`src/rtl/uart_tx_buffered_pkg.sv`:
```
// Shared constants for the UART TX/RX slice: FSM encodings, frame geometry, baud default.
package uart_tx_buffered_pkg;

    localparam int DEFAULT_CLKS_PER_BIT = 868;  // 100 MHz / 115200
    localparam int DATA_BITS            = 8;
    localparam int FRAME_BITS           = 10;   // start + 8 data + stop

    typedef enum logic [1:0] {
        ST_IDLE  = 2'd0,
        ST_START = 2'd1,
        ST_DATA  = 2'd2,
        ST_STOP  = 2'd3
    } tx_state_e;

endpackage

```
`src/rtl/uart_tx_buffered_if.sv`:
```
// Byte push handshake between the I/O execution unit (master) and the UART TX buffer (slave).
interface uart_tx_buffered_if;

    logic       en;
    logic [7:0] data_send;
    logic       rdy;

    modport master (output en, output data_send, input rdy);
    modport slave  (input en, input data_send, output rdy);

endinterface

```
`src/rtl/uart_tx_buffered_sync_fifo.sv`:
```
// Single-clock FIFO with occupancy count; shared between the TX path and the future RX path.
module sync_fifo #(
    parameter int WIDTH = 8,
    parameter int DEPTH = 4
) (
    input  logic                       clk,
    input  logic                       reset,
    input  logic                       push,
    input  logic                       pop,
    input  logic [WIDTH-1:0]           din,
    output logic [WIDTH-1:0]           dout,
    output logic                       full,
    output logic                       empty,
    output logic [$clog2(DEPTH+1)-1:0] count
);

    localparam int PTR_W = $clog2(DEPTH);
    localparam int CNT_W = $clog2(DEPTH + 1);

    logic [WIDTH-1:0] mem [DEPTH];
    logic [PTR_W-1:0] wr_ptr_q, rd_ptr_q;
    logic [CNT_W-1:0] count_q;
    logic             do_push, do_pop;

    // Full/empty come from the registered count, so a push while full is
    // rejected even when a pop frees a slot on the same edge.
    assign full    = (count_q == CNT_W'(DEPTH));
    assign empty   = (count_q == '0);
    assign do_push = push && !full;
    assign do_pop  = pop && !empty;

    always_ff @(posedge clk or posedge reset) begin
        if (reset) begin
            wr_ptr_q <= '0;
            rd_ptr_q <= '0;
            count_q  <= '0;
        end else begin
            if (do_push) wr_ptr_q <= wr_ptr_q + 1'b1;
            if (do_pop)  rd_ptr_q <= rd_ptr_q + 1'b1;
            case ({do_push, do_pop})
                2'b10:   count_q <= count_q + 1'b1;
                2'b01:   count_q <= count_q - 1'b1;
                default: count_q <= count_q;
            endcase
        end
    end

    always_ff @(posedge clk) begin
        if (do_push) mem[wr_ptr_q] <= din;
    end

    assign dout  = mem[rd_ptr_q];
    assign count = count_q;

endmodule

```
`src/rtl/uart_tx_buffered.sv`:
```
// Buffered 8N1 UART transmitter: byte FIFO in front of a baud-timed serialiser FSM.
module uart_tx_buffered
    import uart_tx_buffered_pkg::*;
#(
    parameter int CLKS_PER_BIT = DEFAULT_CLKS_PER_BIT,
    parameter int FIFO_DEPTH   = 4
) (
    input  logic                clk,
    input  logic                reset,
    uart_tx_buffered_if.slave   tx_if,
    output logic                busy,
    output logic                txd
);

    localparam int BAUD_W = (CLKS_PER_BIT > 1) ? $clog2(CLKS_PER_BIT) : 1;
    localparam int CNT_W  = $clog2(FIFO_DEPTH + 1);

    tx_state_e         state_q;
    logic [BAUD_W-1:0] baud_q;
    logic [2:0]        bit_idx_q;
    logic [7:0]        shift_q;
    logic              txd_q;

    logic [7:0]        fifo_dout;
    logic              fifo_full, fifo_empty;
    logic [CNT_W-1:0]  fifo_count;
    logic              baud_term, pop;

    assign baud_term = (baud_q == BAUD_W'(CLKS_PER_BIT - 1));
    // Pop from IDLE, or at the end of a stop bit to chain frames with no idle gap.
    assign pop = !fifo_empty &&
                 ((state_q == ST_IDLE) || (state_q == ST_STOP && baud_term));

    sync_fifo #(
        .WIDTH (8),
        .DEPTH (FIFO_DEPTH)
    ) u_fifo (
        .clk   (clk),
        .reset (reset),
        .push  (tx_if.en),
        .pop   (pop),
        .din   (tx_if.data_send),
        .dout  (fifo_dout),
        .full  (fifo_full),
        .empty (fifo_empty),
        .count (fifo_count)
    );

    always_ff @(posedge clk or posedge reset) begin
        if (reset) begin
            state_q   <= ST_IDLE;
            baud_q    <= '0;
            bit_idx_q <= '0;
            shift_q   <= '0;
            txd_q     <= 1'b1;
        end else begin
            case (state_q)
                ST_IDLE: begin
                    baud_q <= '0;
                    txd_q  <= 1'b1;
                    if (!fifo_empty) begin
                        shift_q <= fifo_dout;
                        txd_q   <= 1'b0;
                        state_q <= ST_START;
                    end
                end
                ST_START: begin
                    if (baud_term) begin
                        baud_q    <= '0;
                        bit_idx_q <= '0;
                        txd_q     <= shift_q[0];
                        state_q   <= ST_DATA;
                    end else begin
                        baud_q <= baud_q + 1'b1;
                    end
                end
                ST_DATA: begin
                    if (baud_term) begin
                        baud_q <= '0;
                        if (bit_idx_q == 3'(DATA_BITS - 1)) begin
                            txd_q   <= 1'b1;
                            state_q <= ST_STOP;
                        end else begin
                            shift_q   <= shift_q >> 1;
                            txd_q     <= shift_q[1];
                            bit_idx_q <= bit_idx_q + 1'b1;
                        end
                    end else begin
                        baud_q <= baud_q + 1'b1;
                    end
                end
                ST_STOP: begin
                    if (baud_term) begin
                        baud_q <= '0;
                        if (!fifo_empty) begin
                            shift_q <= fifo_dout;
                            txd_q   <= 1'b0;
                            state_q <= ST_START;
                        end else begin
                            state_q <= ST_IDLE;
                        end
                    end else begin
                        baud_q <= baud_q + 1'b1;
                    end
                end
                default: state_q <= ST_IDLE;
            endcase
        end
    end

    assign tx_if.rdy = !fifo_full;
    assign busy      = (state_q != ST_IDLE) || (fifo_count != '0);
    assign txd       = txd_q;

endmodule

```
`src/flat_wrapper.sv`:
```
// flat-port wrapper written by rule: the top's interface ports become plain ports
module uart_tx_buffered_flat import uart_tx_buffered_pkg::*;
#(
    parameter int CLKS_PER_BIT = DEFAULT_CLKS_PER_BIT,
    parameter int FIFO_DEPTH   = 4
)
  (clk, reset, busy, txd, tx_if_en, tx_if_data_send, tx_if_rdy);
  uart_tx_buffered_if tx_if_i ();
  input  logic clk;
  input  logic reset;
  output logic busy;
  output logic txd;
  input wire logic [$bits(tx_if_i.en)-1:0] tx_if_en;
  input wire logic [$bits(tx_if_i.data_send)-1:0] tx_if_data_send;
  output wire logic [$bits(tx_if_i.rdy)-1:0] tx_if_rdy;
  assign tx_if_i.en = tx_if_en;
  assign tx_if_i.data_send = tx_if_data_send;
  assign tx_if_rdy = tx_if_i.rdy;
  uart_tx_buffered #(.CLKS_PER_BIT(CLKS_PER_BIT), .FIFO_DEPTH(FIFO_DEPTH)) u_core (.clk(clk), .reset(reset), .tx_if(tx_if_i), .busy(busy), .txd(txd));
endmodule
```
`config.mk`:
```
export PLATFORM = sky130hd
export DESIGN_NAME = uart_tx_buffered_flat
export DESIGN_NICKNAME = d
export VERILOG_FILES = /design/src/rtl/uart_tx_buffered_pkg.sv /design/src/rtl/uart_tx_buffered_if.sv /design/src/rtl/uart_tx_buffered_sync_fifo.sv /design/src/rtl/uart_tx_buffered.sv /design/src/flat_wrapper.sv
export SDC_FILE = /design/constraint.sdc
export NUM_CORES = 1
export LEC_CHECK = 0
export ABC_AREA = 1
export CAP_MARGIN = 10
export CELL_PAD_IN_SITES_DETAIL_PLACEMENT = 0
export CELL_PAD_IN_SITES_GLOBAL_PLACEMENT = 1
export CORE_MARGIN = 2
export CORE_UTILIZATION = 33
export DETAILED_ROUTE_END_ITERATION = 10
export HOLD_SLACK_MARGIN = 0.15
export PLACE_DENSITY_LB_ADDON = 0.12
export SLEW_MARGIN = 10
export SYNTH_ARGS = -nofsm -noshare
export SYNTH_HDL_FRONTEND = slang
export SYNTH_SLANG_ARGS = --single-unit
```
`constraint.sdc`:
```
create_clock -name clk -period 2.7 [get_ports clk]
set_input_delay 0.54 -clock clk [delete_from_list [all_inputs] [get_ports clk]]
set_output_delay 0.54 -clock clk [all_outputs]
set_load 0.005 [all_outputs]
```
==> impl_metrics.ini <==
[sta]
rsz0062_at_grt = no
finClkSkew_ns = 0.00906
min_period_ns = 2.49
finalSetupViolCount = 0
tightest_slew_ns = 0.570
drv_slew = 0
period_share_pct = 92.4
max_freq_mhz = 401
hold_viol = 0
worst_slack_ns = 0.206
slew_headroom_pct = 62.0
finalSetupTns_ns = 0

[clocking]
cts.clk_slew.worst_paths_ns = 0.08
cts_made_buffers = 9
root_buffer = clkbuf_8
ctsResizeCount = 0
cts_tree = built
clock_latency_ns = 0.33
cts_sinks = 63
htreeDepth = 3
post_cts_buffers = 0
hold_buffers = 0
ctsLongestPathBuffers = 2

[floorplanning]
pin_count = 14
dieWidth_um = 99.4
core_um2 = 8760
rows = 34
start_util_pct = 34.3
die_area_um2 = 9870
die_h_um = 99.4

[critical_path]
critPathKind = register to register
crit_fanout = 6
r2r_end = u_core.u_fifo.count[2]
reg2reg_from = u_core.state_q[0]
r2r_slack_ns = 0.21
crit_required_ns = 2.91
reg2reg_depth = 11
critPathLaunchType = register
crit_path_end_kind = register
cp.arrival_ns = 2.71

[finish]
drive_above_1_share_pct = 11.0
area_growth_pct = 15.0
fin_nets = 367
insertedDiodeCount = 0

[logic_synthesis]
synth_edf_count = 32
yosysSeqAreaShare_pct = 57.9
synth_most_common_cell = nand2_1
netlist_top_cells_count = nand2_1, edfxtp_1, dfrtp_1
synth_seq_cells = 63
synth_compound_area_share_pct = 2.71
muxShareOfSynthArea_pct = 0.375
synthAdderAreaFrac_pct = 6.50
synth_ff_type = edfxtp_1
syn-num-nets = 341
netlist_instances = 315
synth_cell_type_count = 28
ys_warn_count = 0
ys_async_sr_fraction_pct = 49.2
synth_top_cell_by_area = edfxtp_1
synth-xor-area-share_pct = 2.04
synth_top_family_by_area = simple AND/OR/NAND/NOR gates
netlist_top_cells_area = edfxtp_1, dfrtp_1, nand2_1
synth.top_cell.area_share_pct = 32.0
netlist_area_um2 = 3000
synth_area_per_cell_um2 = 9.53
synth-simple-area-share_pct = 25.2

[pwr]
power_density_nw_per_um2 = 659
ir_drop_mv = 0.285
p_leak_nw = 1.53

[flow_run]
maxCapViolations = 0

[routing]
routed_wl_um = 6000
first_pass_iters = 4
via_per_inst = 4.47
drc = 0
dr.first_iter.drc_count = 86
wl_per_cell_um = 13.2
ant_nets = 0
vias = 2031

[global_route]
grt_pass1_vias = 2026
overflow = 0
grt_antenna_before_repair = 0
grt_pass1_wl_um = 9930
track_usage_pct = 13.2
grt_start_max_net_pins = 32

[hold_path]
holdPathStages = 1
hp-class = register to register
hold_start = u_core.baud_q[0]
whs_endpoint = u_core.baud_q[0]

[placed_design]
post-place-ws_ns = 0.213
port_buffers = 13
globalplace.congestion = 0.707
place_hpwl_um = 4080

[status]
status = finished clean
[logic make-up after synthesis]
| logic type | count (synthesis) |
|---|---|
| DFF | 63 |
| xor gates and xnor gates | 7 |
| muxes | 1 |
| and+or+nand+nor | 178 |
| AOI/OAI and AO/OA | 16 |
| adders and majority gates | 15 |
| buffers and inverters | 35 |
[cell usage in the layout (no fill, tap or decap), types with 3 or more instances in the layout]
master	count
nand2_1	110
edfxtp_1	32
dfrtp_1	30
inv_1	26
nor2_1	26
nand3_1	26
ha_1	14
clkdlybuf4s50_1	13
clkbuf_8	9
buf_4	8
o21ai_0	7
a21oi_1	6
xor2_1	5
nand2_2	4
nor3b_1	3
nand4_1	3
clkinvlp_4	3
[power by group]
group | switching [mW] | leakage (nW) | internal, mW | total (mW)
Combinational | 0.213 | 0.773 | 0.142 | 0.356
Clock | 0.382 | 0.0812 | 0.332 | 0.714
Sequential | 0.0520 | 0.672 | 1.16 | 1.21
Total | 0.647 | 1.53 | 1.63 | 2.28
[critical path, stage by stage (launching register included)]
cell	delay, ns
dfrtp_1	0.45
inv_1	0.12
ha_1	0.28
inv_1	0.10
nand2_1	0.12
nand3_1	0.14
inv_1	0.05
ha_1	0.22
fa_1	0.45
a21oi_1	0.15
o21ai_0	0.13
xor2_1	0.16
[cell type report]
class	instances	area (um^2)
Clock buffer	9	124
Clock inverter	7	50.0
Fill cell	935	5310
Inverter	29	111
Multi-Input combinational cell	217	1100
Sequential cell	63	1740
Tap cell	108	135
Timing Repair Buffer	21	190
[per-layer routing]
layer  global-route usage (%)  routed length, um  vias to the layer above
met5                        0                  0                        -
met4                     4.74                 53                        0
met3                     2.53                117                        4
met2                     22.5               2950                       17
met1                     16.8               2890                      945
li1                         -                  -                     1065
[worst max-delay path by stage]
stage                                 start                      to  slack (ns)  cells past startpoint
final                     u_core.state_q[0]  u_core.u_fifo.count[2]        0.21                     11
after global routing      u_core.state_q[0]  u_core.u_fifo.count[2]        0.03                     11
after CTS                 u_core.state_q[0]  u_core.u_fifo.count[2]        0.20                     11
after detailed placement  u_core.state_q[0]  u_core.u_fifo.count[2]        0.21                     11
after global placement    u_core.state_q[0]  u_core.u_fifo.count[2]        0.34                     11
after floorplan           u_core.state_q[0]  u_core.u_fifo.count[2]        0.51                     11
[sequential cells by signal (all words and copies together) (netlist names)]
signal,cells
u_core.u_fifo.mem,32
u_core.baud_q,10
u_core.shift_q,8
u_core.bit_idx_q,3
u_core.u_fifo.count,3
u_core.state_q,2
u_core.u_fifo.rd_ptr_q,2
u_core.u_fifo.wr_ptr_q,2
u_core.txd,1
[through the flow]
| step | instances | util (%) | power (mW) | cell area, um^2 | hold slack [ns] |
|---|---|---|---|---|---|
| 6_report | 454 | 39.4 | 2.28 | 3450 | 0.463 |
| 5_1_grt | 454 | 39.4 | 2.41 | 3450 | 0.491 |
| 4_1_cts | 454 | 39.4 | 2.32 | 3450 | 0.474 |
| 3_3_place_gp | 438 | 37.4 | 1.59 | 3280 | 0.454 |
| 2_1_floorplan | 315 | - | 1.44 | 3000 | 0.429 |
| 3_5_place_dp | 438 | 37.4 | 1.59 | 3280 | 0.463 |
Power figures use the tool's default switching activity.
